`config.mk`:
```
export PLATFORM = sky130hd
export DESIGN_NAME = usbh_tx_packetizer
export DESIGN_NICKNAME = d
export VERILOG_FILES = /design/src/rtl/usbh_pkg.sv /design/src/rtl/usbh_crc16.sv /design/src/rtl/usbh_tx_packetizer.sv
export SDC_FILE = /design/constraint.sdc
export NUM_CORES = 1
export LEC_CHECK = 0
export ABC_AREA = 1
export CORE_UTILIZATION = 55
export DETAILED_ROUTE_END_ITERATION = 16
export HOLD_SLACK_MARGIN = 0.06
export PLACE_DENSITY = 0.83
export SLEW_MARGIN = 25
export SYNTH_ARGS = -nofsm -noshare
export SYNTH_HDL_FRONTEND = slang
export SYNTH_SLANG_ARGS = --single-unit
export TNS_END_PERCENT = 1
```
`constraint.sdc`:
```
create_clock -name clk_i -period 2.9 [get_ports clk_i]
set_input_delay 0.725 -clock clk_i [delete_from_list [all_inputs] [get_ports clk_i]]
set_output_delay 0.725 -clock clk_i [all_outputs]
set_load 0.01 [all_outputs]
```
`src/rtl/usbh_pkg.sv`:
```
// Shared definitions for the USB full-speed host datapath.
// Holds the packetizer state encoding, the CRC16 constants and the
// DATA0/DATA1 PID bytes. The RX checker uses the same definitions.
package usbh_pkg;

    // CRC16 as used on USB data packets. The register is kept in reflected
    // (LSB-first) form, so the polynomial 0x8005 appears bit-reversed as 0xA001.
    localparam logic [15:0] CRC16_INIT   = 16'hFFFF;
    localparam logic [15:0] CRC16_POLY_R = 16'hA001;

    // Full PID bytes, with the check nibble already included.
    localparam logic [7:0] PID_DATA0 = 8'hC3;
    localparam logic [7:0] PID_DATA1 = 8'h4B;

    typedef enum logic [2:0] {
        ST_IDLE,
        ST_PID,
        ST_DATA,
        ST_CRC_LO,
        ST_CRC_HI
    } tx_state_t;

endpackage

```
`src/rtl/usbh_crc16.sv`:
```
// Purely combinational one-byte update of the USB CRC16 (reflected form).
// The bits of the byte are consumed LSB first, in the order they go on the wire.
// Ports:
//   crc_i  : current CRC register value
//   data_i : byte to fold into the CRC
//   crc_o  : CRC after the byte, not complemented
module usbh_crc16
    import usbh_pkg::*;
(
    input  logic [15:0] crc_i,
    input  logic [7:0]  data_i,
    output logic [15:0] crc_o
);

    logic [15:0] w_crc;

    // Eight unrolled shift steps. The feedback is the register LSB XOR the data bit.
    always_comb begin
        w_crc = crc_i;
        for (int b = 0; b < 8; b++) begin
            if (w_crc[0] ^ data_i[b]) begin
                w_crc = (w_crc >> 1) ^ CRC16_POLY_R;
            end else begin
                w_crc = w_crc >> 1;
            end
        end
    end

    assign crc_o = w_crc;

endmodule

```
`src/rtl/usbh_tx_packetizer.sv`:
```
// Transmit-side DATA packet builder for the USB full-speed host.
// On start_i it sends the PID byte. It then pops len_i payload bytes from the
// TX FIFO and appends the complemented CRC16, low byte first. If the FIFO runs
// dry mid-packet, it aborts the packet with a one-cycle underrun_o pulse.
// Ports:
//   clk_i, rst_i          : clock, async active-high reset
//   start_i, pid_i, len_i : packet request (sampled in IDLE only)
//   abort_i               : synchronous abort, back to IDLE
//   fifo_empty_i/data_i   : TX FIFO head; fifo_pop_o consumes the head
//   tx_valid_o/data_o/last_o, tx_ready_i : byte stream to the SIE
//   busy_o, done_o, underrun_o : status
module usbh_tx_packetizer
    import usbh_pkg::*;
#(
    parameter int MAX_LEN = 64,
    parameter int LEN_W   = 7
)
(
    input  logic             clk_i,
    input  logic             rst_i,
    input  logic             start_i,
    input  logic [7:0]       pid_i,
    input  logic [LEN_W-1:0] len_i,
    input  logic             abort_i,
    input  logic             fifo_empty_i,
    input  logic [7:0]       fifo_data_i,
    output logic             fifo_pop_o,
    output logic             tx_valid_o,
    output logic [7:0]       tx_data_o,
    output logic             tx_last_o,
    input  logic             tx_ready_i,
    output logic             busy_o,
    output logic             done_o,
    output logic             underrun_o
);

    tx_state_t        r_state, w_stateNext;
    logic [LEN_W-1:0] r_count, w_countNext;
    logic [15:0]      r_crc, w_crcNext;
    logic [7:0]       r_txData, w_txDataNext;
    logic             r_txValid, w_txValidNext;
    logic             r_txLast, w_txLastNext;
    logic             r_done, w_doneNext;
    logic             r_underrun, w_underrunNext;
    logic             w_hs;
    logic             w_refill;
    logic             w_pop;
    logic [15:0]      w_crcUpd;
    logic [LEN_W-1:0] w_lenClamped;

    usbh_crc16 u_crc16 (
        .crc_i  (r_crc),
        .data_i (fifo_data_i),
        .crc_o  (w_crcUpd)
    );

    assign w_hs         = r_txValid & tx_ready_i;
    assign w_lenClamped = (len_i > LEN_W'(MAX_LEN)) ? LEN_W'(MAX_LEN) : len_i;

    // A payload byte is still owed and the output register is free, or it is
    // freed by this cycle's handshake. Refilling from PID too keeps the
    // stream gap-free between the PID and the first payload byte.
    assign w_refill = ((r_state == ST_PID) || (r_state == ST_DATA)) &&
                      (r_count != '0) && (!r_txValid || w_hs);

    // Next-state and next-output logic.
    always_comb begin
        w_stateNext    = r_state;
        w_countNext    = r_count;
        w_crcNext      = r_crc;
        w_txDataNext   = r_txData;
        w_txValidNext  = r_txValid;
        w_txLastNext   = r_txLast;
        w_doneNext     = 1'b0;
        w_underrunNext = 1'b0;
        w_pop          = 1'b0;

        if (abort_i) begin
            w_stateNext   = ST_IDLE;
            w_txValidNext = 1'b0;
            w_txLastNext  = 1'b0;
        end else begin
            case (r_state)
                ST_IDLE: begin
                    if (start_i) begin
                        w_countNext   = w_lenClamped;
                        w_txDataNext  = pid_i;
                        w_txValidNext = 1'b1;
                        w_txLastNext  = 1'b0;
                        w_crcNext     = CRC16_INIT;
                        w_stateNext   = ST_PID;
                    end
                end
                ST_PID, ST_DATA: begin
                    if (w_refill) begin
                        if (!fifo_empty_i) begin
                            w_pop         = 1'b1;
                            w_txDataNext  = fifo_data_i;
                            w_txValidNext = 1'b1;
                            w_crcNext     = w_crcUpd;
                            w_countNext   = r_count - LEN_W'(1);
                            w_stateNext   = ST_DATA;
                        end else if (r_state == ST_DATA) begin
                            w_underrunNext = 1'b1;
                            w_txValidNext  = 1'b0;
                            w_stateNext    = ST_IDLE;
                        end else begin
                            // The PID went out but the FIFO is momentarily empty.
                            // DATA gets one more look before it declares underrun.
                            w_txValidNext = 1'b0;
                            w_stateNext   = ST_DATA;
                        end
                    end else if (w_hs) begin
                        // No payload bytes remain: either an empty packet's PID or
                        // the last payload byte was just accepted.
                        w_txDataNext  = ~r_crc[7:0];
                        w_txValidNext = 1'b1;
                        w_stateNext   = ST_CRC_LO;
                    end
                end
                ST_CRC_LO: begin
                    if (w_hs) begin
                        w_txDataNext = ~r_crc[15:8];
                        w_txLastNext = 1'b1;
                        w_stateNext  = ST_CRC_HI;
                    end
                end
                ST_CRC_HI: begin
                    if (w_hs) begin
                        w_txValidNext = 1'b0;
                        w_txLastNext  = 1'b0;
                        w_doneNext    = 1'b1;
                        w_stateNext   = ST_IDLE;
                    end
                end
                default: begin
                    w_stateNext   = ST_IDLE;
                    w_txValidNext = 1'b0;
                    w_txLastNext  = 1'b0;
                end
            endcase
        end
    end

    // State and output registers.
    always_ff @(posedge clk_i or posedge rst_i) begin
        if (rst_i) begin
            r_state    <= ST_IDLE;
            r_count    <= '0;
            r_crc      <= CRC16_INIT;
            r_txData   <= 8'h00;
            r_txValid  <= 1'b0;
            r_txLast   <= 1'b0;
            r_done     <= 1'b0;
            r_underrun <= 1'b0;
        end else begin
            r_state    <= w_stateNext;
            r_count    <= w_countNext;
            r_crc      <= w_crcNext;
            r_txData   <= w_txDataNext;
            r_txValid  <= w_txValidNext;
            r_txLast   <= w_txLastNext;
            r_done     <= w_doneNext;
            r_underrun <= w_underrunNext;
        end
    end

    assign fifo_pop_o = w_pop;
    assign tx_valid_o = r_txValid;
    assign tx_data_o  = r_txData;
    assign tx_last_o  = r_txLast;
    assign busy_o     = (r_state != ST_IDLE);
    assign done_o     = r_done;
    assign underrun_o = r_underrun;

endmodule

```
==> results of run 1 <==
==> worst min path at each step <==
stage / cells past startpoint / slack [ps] / to
2_1_floorplan: 2 / 460 / r_count[1]$_DFFE_PP0P_
3_3_place_gp: 2 / 470 / r_count[1]$_DFFE_PP0P_
3_5_place_dp: 2 / 490 / r_count[1]$_DFFE_PP0P_
4_1_cts: 2 / 510 / r_count[1]$_DFFE_PP0P_
5_1_grt: 2 / 530 / r_count[1]$_DFFE_PP0P_
6_report: 2 / 500 / r_count[1]$_DFFE_PP0P_
==> routing by layer <==
metal | up-vias | part of all wire [%] | wire [µm]
met1 | 1014 | 46 | 2540
met2 | 57 | 48 | 2617
met4 | 0 | 1.3 | 72
met5 | - | 0 | 0
met3 | 7 | 4.3 | 237
li1 | 1094 | - | -
==> cell families after synthesis <==
group / after synthesis / synth area share [%]
compound gates: 60 / 16.19
xor+xnor: 12 / 4.539
fa+ha+maj: 1 / 0.5042
buf+inv: 55 / 9.682
flops: 38 / 39.13
mux: 1 / 0.4538
simple gates: 138 / 29.50
==> report_power, final <==
part	total, mW	internal (mW)	switching (mW)	leakage, nW
clock network	0.371	0.192	0.180	0.0482
logic	1.76	0.690	1.07	0.928
registers	0.919	0.784	0.135	0.442
==> cells in the mapped netlist, types with 7 or more instances <==
master | number | area [µm²]
a21oi_1 | 11 | 55.05
a22oi_1 | 8 | 60.06
dfrtp_1 | 22 | 550.5
dfstp_2 | 16 | 420.4
inv_1 | 35 | 131.4
inv_2 | 12 | 45.04
nand2_1 | 65 | 244.0
nand2_2 | 7 | 43.79
nand3_1 | 16 | 80.08
nor2_1 | 23 | 86.33
o21ai_0 | 13 | 65.06
xor2_1 | 7 | 61.31
==> flip-flops by register name (all words and copies together), names as in the netlist <==
signal,count
r_state,3
tx_data_o,8
r_crc,16
tx_last_o,1
tx_valid_o,1
done_o,1
r_count,7
underrun_o,1
==> cell type report <==
cell class                      instances  area (µm²)
Clock inverter                          1       5.005
Sequential cell                        38       970.9
Inverter                               48       185.2
Multi-Input combinational cell        212        1270
Clock buffer                            7       86.33
Timing Repair Buffer                   47       460.4
Fill cell                             368        1311
Tap cell                               52       65.06
==> critical path: cells and delay by family <==
| family | cells | cell delay (ps) |
|---|---|---|
| buffers and inverters | 2 | 650 |
| AND/OR/NAND/NOR | 4 | 380 |
==> results.py, run 1 <==
metrics = {
    "outcome": {
        "status": "finished, final reports clean",
    },
    "yosys": {
        "synth-seq-cells": 38,
        "postSynthCellCount": 305,
        "syn_area_um2": 2481,
        "synth_edf_count": 0,
        "yosysSeqAreaShare_pct": 39.13,
        "synth_ff_type": "dfrtp_1",
        "async_flop_share_pct": 100.0,
        "avgSynthCellArea_um2": 8.135,
        "synth.distinct_cells": 45,
        "yosysWarnings": 0,
        "syn-num-nets": 335,
    },
    "worst_setup_path": {
        "worst_r2r_path_depth": 14,
        "regToRegSetupSlack_ps": 760,
        "cp-end-kind": "primary output",
        "path_max_fanout": 3,
        "rr_startpoint": "r_count[0]$_DFFE_PP0P_",
        "timing.rr.end": "tx_data_o[2]$_DFFE_PP0P_",
        "cp_slowest_cell": "clkdlybuf4s50_1",
        "crit_path_frequent_cell": "nor2_4",
        "path_cells": "clkdlybuf4s50_1 > nor2_1 > nor2_4 > nand2_2 > nor2_4 > dlymetal6s2s_1",
        "arrival_ps": 1770,
        "critPathCapture": "fifo_pop_o",
        "required_ps": 2170,
        "startpoint": "tx_ready_i",
        "startpoint_type": "primary input",
        "max_stage_delay_ps": 480,
        "path_class": "in -> out",
    },
    "clock_network": {
        "cts_htree_levels": 2,
        "insertion_delay_ps": 290,
        "cts.clk_slew.worst_paths_ps": 70,
        "post_cts_buffers": 0,
        "cts_hold_buffers": 0,
        "cts_buffer_depth": 2,
        "cts_resized": 0,
        "cts_buffers": 5,
        "cts_sinks": 38,
        "cts_tree": "done",
        "clockRootBuffer": "clkbuf_8",
    },
    "placement": {
        "preCtsSetupSlack_ps": 20.33,
        "dp_cells": 397,
        "placed_cell_area_um2": 2949,
        "numPortBuffers": 42,
        "gp_congestion": 0.9024,
        "place_hpwl_mm": 4.189,
    },
    "route": {
        "drcViolationCount": 0,
        "ant_nets": 0,
        "drtIter0Drc": 152,
        "vias": 2172,
        "post_drt_wl_per_cell_um": 13.50,
        "drtPass1Iterations": 4,
        "drt-total-wl_mm": 5.468,
        "drt-vias-per-instance": 5.363,
    },
    "floorplan": {
        "start_util_pct": 56.98,
        "die-height_um": 69.17,
        "dieArea_um2": 4784,
        "die_w_um": 69.17,
        "core_um2": 4354,
        "io_pins": 43,
        "placementRows": 24,
    },
    "layout": {
        "diodes": 0,
        "layout_commonest_cell": "nand2_1",
        "nNetsFinal": 382,
        "fin_area_um2": 3043,
        "drive_gt1_share_pct": 21.81,
        "final_core_util_pct": 69.89,
        "layout_common_cells": "65 x nand2_1, 41 x clkdlybuf4s50_1, 35 x inv_1, 23 x nor2_1, 22 x dfrtp_1",
        "stdcell_count": 405,
        "area_growth_pct": 22.64,
    },
    "grt": {
        "grtUsageTotal_pct": 25.05,
        "grt_pass1_wl_mm": 9.508,
        "use_met1_pct": 35.31,
        "grt_max_degree": 39,
        "grt-ovfl-total": 0,
        "grtUsageMet3_pct": 3.947,
        "antenna_found_initial": 0,
        "gr-usage-met2_pct": 39.37,
        "grt-busiest-layer": "met2",
        "grt_pass1_vias": 2033,
    },
    "sta": {
        "worst_slack_ps": 409.0,
        "fmax_mhz": 401.5,
        "timing.setup.tns_ps": 0,
        "period_share_pct": 85.90,
        "finalSetupViolCount": 0,
        "skew_ps": 7.162,
        "tightest_slew_ps": 568.9,
        "whs_ps": 501.8,
        "rsz0062_at_grt": "no",
        "hold_violations": 0,
        "slew_headroom_pct": 62.03,
        "layout_min_cycle_time_ps": 2491,
        "slew_viol_final": 0,
    },
    "pwr": {
        "p_total_mw": 3.055,
        "p_leak_nw": 1.418,
        "power.density_nw_per_um2": 1004,
        "peakVddDrop_v": 0.0005371,
    },
    "worst_hold_path": {
        "hp-class": "reg -> reg",
        "hp-start": "r_count[1]$_DFFE_PP0P_",
    },
    "job": {
        "cap_violations": 0,
    },
}
(Power assumes the default switching activity.)
==> inputs of run 2 (changes only) <==
Settings changed: CORE_MARGIN set to 10.
==> run 2 against run 1 <==
Clock skew is 3.0 ps lower; via count is 2.3% higher; count of clock-buffer cells in the layout is 1 lower; clock power is 5.4% higher; worst hold slack better by 0.92 ps; die area is 59% higher; routed wire length is 9.7% higher; first-iteration DRC count is 3.3% higher; maximum frequency is 4.7% lower; power is 1.1% higher; register-to-register slack worse by 40 ps; final cell count stayed put; highest routed layer unchanged.
==> results.py, run 2 (synthesis gave the netlist of run 1 again) <==
metrics = {
    "outcome": {
        "status": "finished, final reports clean",
    },
    "sta": {
        "finalSetupViolCount": 0,
        "rsz0062_at_grt": "no",
        "fmax_mhz": 382.7,
        "layout_min_cycle_time_ps": 2613,
        "worst_slack_ps": 287.2,
        "slew_headroom_pct": 63.36,
        "hold_violations": 0,
        "slew_viol_final": 0,
        "tightest_slew_ps": 549.0,
        "period_share_pct": 90.10,
        "skew_ps": 4.117,
    },
    "grt": {
        "antenna_found_initial": 0,
        "grtUsageTotal_pct": 16.77,
        "grt_pass1_wl_mm": 10.31,
        "grt_pass1_vias": 2234,
        "grt_max_degree": 39,
        "grt-ovfl-total": 0,
    },
    "worst_setup_path": {
        "startpoint_type": "flop",
        "cp-end-kind": "primary output",
        "path_class": "reg -> out",
        "path_delay_family": "simple AND/OR/NAND/NOR gates",
        "path_max_fanout": 3,
        "arrival_ps": 1890,
        "path_cells": "inv_1 > ha_1 > nand2_1 > nor2_1 > nand2_1 > nand2_4 > nor2_4 > nand2_2 > nor2_4 > dlygate4sd2_1",
        "rr_startpoint": "r_count[0]$_DFFE_PP0P_",
        "cp.buffers_inverters": 2,
        "max_stage_delay_ps": 340,
        "cp_slowest_cell": "dfrtp_1",
        "startpoint": "r_count[0]$_DFFE_PP0P_",
        "required_ps": 2170,
    },
    "job": {
        "cap_violations": 0,
    },
    "floorplan": {
        "io_pins": 43,
        "die_w_um": 87.17,
        "die-height_um": 87.17,
        "dieArea_um2": 7598,
        "placementRows": 24,
        "core_um2": 4354,
        "start_util_pct": 56.98,
    },
    "layout": {
        "fill_cells": 366,
        "diodes": 0,
        "area_growth_pct": 22.64,
        "layout_common_cells": "65 x nand2_1, 41 x clkdlybuf4s50_1, 35 x inv_1, 23 x nor2_1, 22 x dfrtp_1",
        "nNetsFinal": 382,
        "largest_reg_flops": 16,
        "layout_commonest_cell": "nand2_1",
        "regMostFlops": "r_crc",
        "final_core_util_pct": 69.89,
        "drive_gt1_share_pct": 22.10,
    },
    "clock_network": {
        "post_cts_buffers": 0,
        "insertion_delay_ps": 300,
        "cts_buffer_depth": 2,
        "cts_tree": "done",
        "cts.clk_slew.worst_paths_ps": 80,
        "cts_sinks": 38,
        "cts_buffers": 5,
        "cts_resized": 1,
        "cts_hold_buffers": 0,
        "clockRootBuffer": "clkbuf_8",
        "cts_htree_levels": 2,
    },
    "route": {
        "post_drt_wl_per_cell_um": 14.81,
        "vias": 2223,
        "drt-vias-per-instance": 5.489,
        "drtIter0Drc": 157,
        "drtPass1Iterations": 4,
        "ant_nets": 0,
        "drcViolationCount": 0,
        "drt-total-wl_mm": 5.999,
    },
    "worst_hold_path": {
        "hp-start": "r_count[1]$_DFFE_PP0P_",
        "hp-class": "reg -> reg",
    },
    "pwr": {
        "p_leak_nw": 1.403,
        "power.density_nw_per_um2": 1015,
        "p_total_mw": 3.087,
        "peakVddDrop_v": 0.0006082,
    },
    "placement": {
        "preCtsSetupSlack_ps": -0.5667,
        "numPortBuffers": 42,
        "place_hpwl_mm": 4.518,
        "gp_congestion": 0.8597,
    },
}
## run 2: cell count changes in the layout (fill, tap and decap cells not counted), sizes merged
cell          change
clkbuf            -1
clkinvlp          +1
dlygate4sd2       +1
dlymetal6s2s      -1
## run 2: worst reg2reg max path: cells and delay by family (launching register included)
family / cells / cell delay [ps]
compound gates: 1 / 170
buf+inv: 4 / 570
simple gates: 8 / 760
flops: 1 / 380
fa+ha+maj: 1 / 190
## run 2: path summary, 6_finish.rpt
path | endpoint | slack [ps] | depth (start not counted)
setup reg to reg | tx_data_o[0]$_DFFE_PP0P_ | 720 | 14
hold reg to reg | r_count[1]$_DFFE_PP0P_ | 500 | 2
setup / recovery | fifo_pop_o | 290 | 10
min in group asynchronous | r_count[3]$_DFFE_PP0P_ | 830 | 3
max in group asynchronous | r_crc[7]$_DFFE_PP1P_ | 1700 | 3
hold / removal | r_count[1]$_DFFE_PP0P_ | 500 | 2
## run 2: report_power, final
part | switching (mW) | internal [mW] | total [mW]
Combinational | 1.09 | 0.690 | 1.78
Clock | 0.200 | 0.191 | 0.391
Sequential | 0.134 | 0.783 | 0.918
Total | 1.42 | 1.66 | 3.09
## run 2: routing by layer
layer,up-vias,share of wire (%),track usage (%)
li1,1102,-,-
met1,1035,44,20.83
met2,73,47,27.05
met3,13,7.2,4.869
met4,0,1.9,5.797
met5,-,0,0
## run 2: area by class of cell
| type | count | area, µm² | share of cell area, % |
|---|---|---|---|
| Multi-Input combinational cell | 212 | 1270 | 41.74 |
| Clock buffer | 6 | 82.58 | 2.714 |
| Inverter | 48 | 185.2 | 6.086 |
| Sequential cell | 38 | 970.9 | 31.91 |
| Clock inverter | 2 | 12.51 | 0.4112 |
| Tap cell | 52 | 65.06 | 2.138 |
| Timing Repair Buffer | 47 | 456.7 | 15.01 |
## run 2: through the flow
stage	cell area (µm²)	hold WS [ps]	setup TNS, ps	cells
2_1_floorplan	2481	459.0	0	305
3_3_place_gp	2949	474.6	0	397
3_5_place_dp	2949	489.6	-0.5667	397
4_1_cts	3043	508.1	0	405
5_1_grt	3043	530.6	0	405
6_report	3043	502.7	0	405
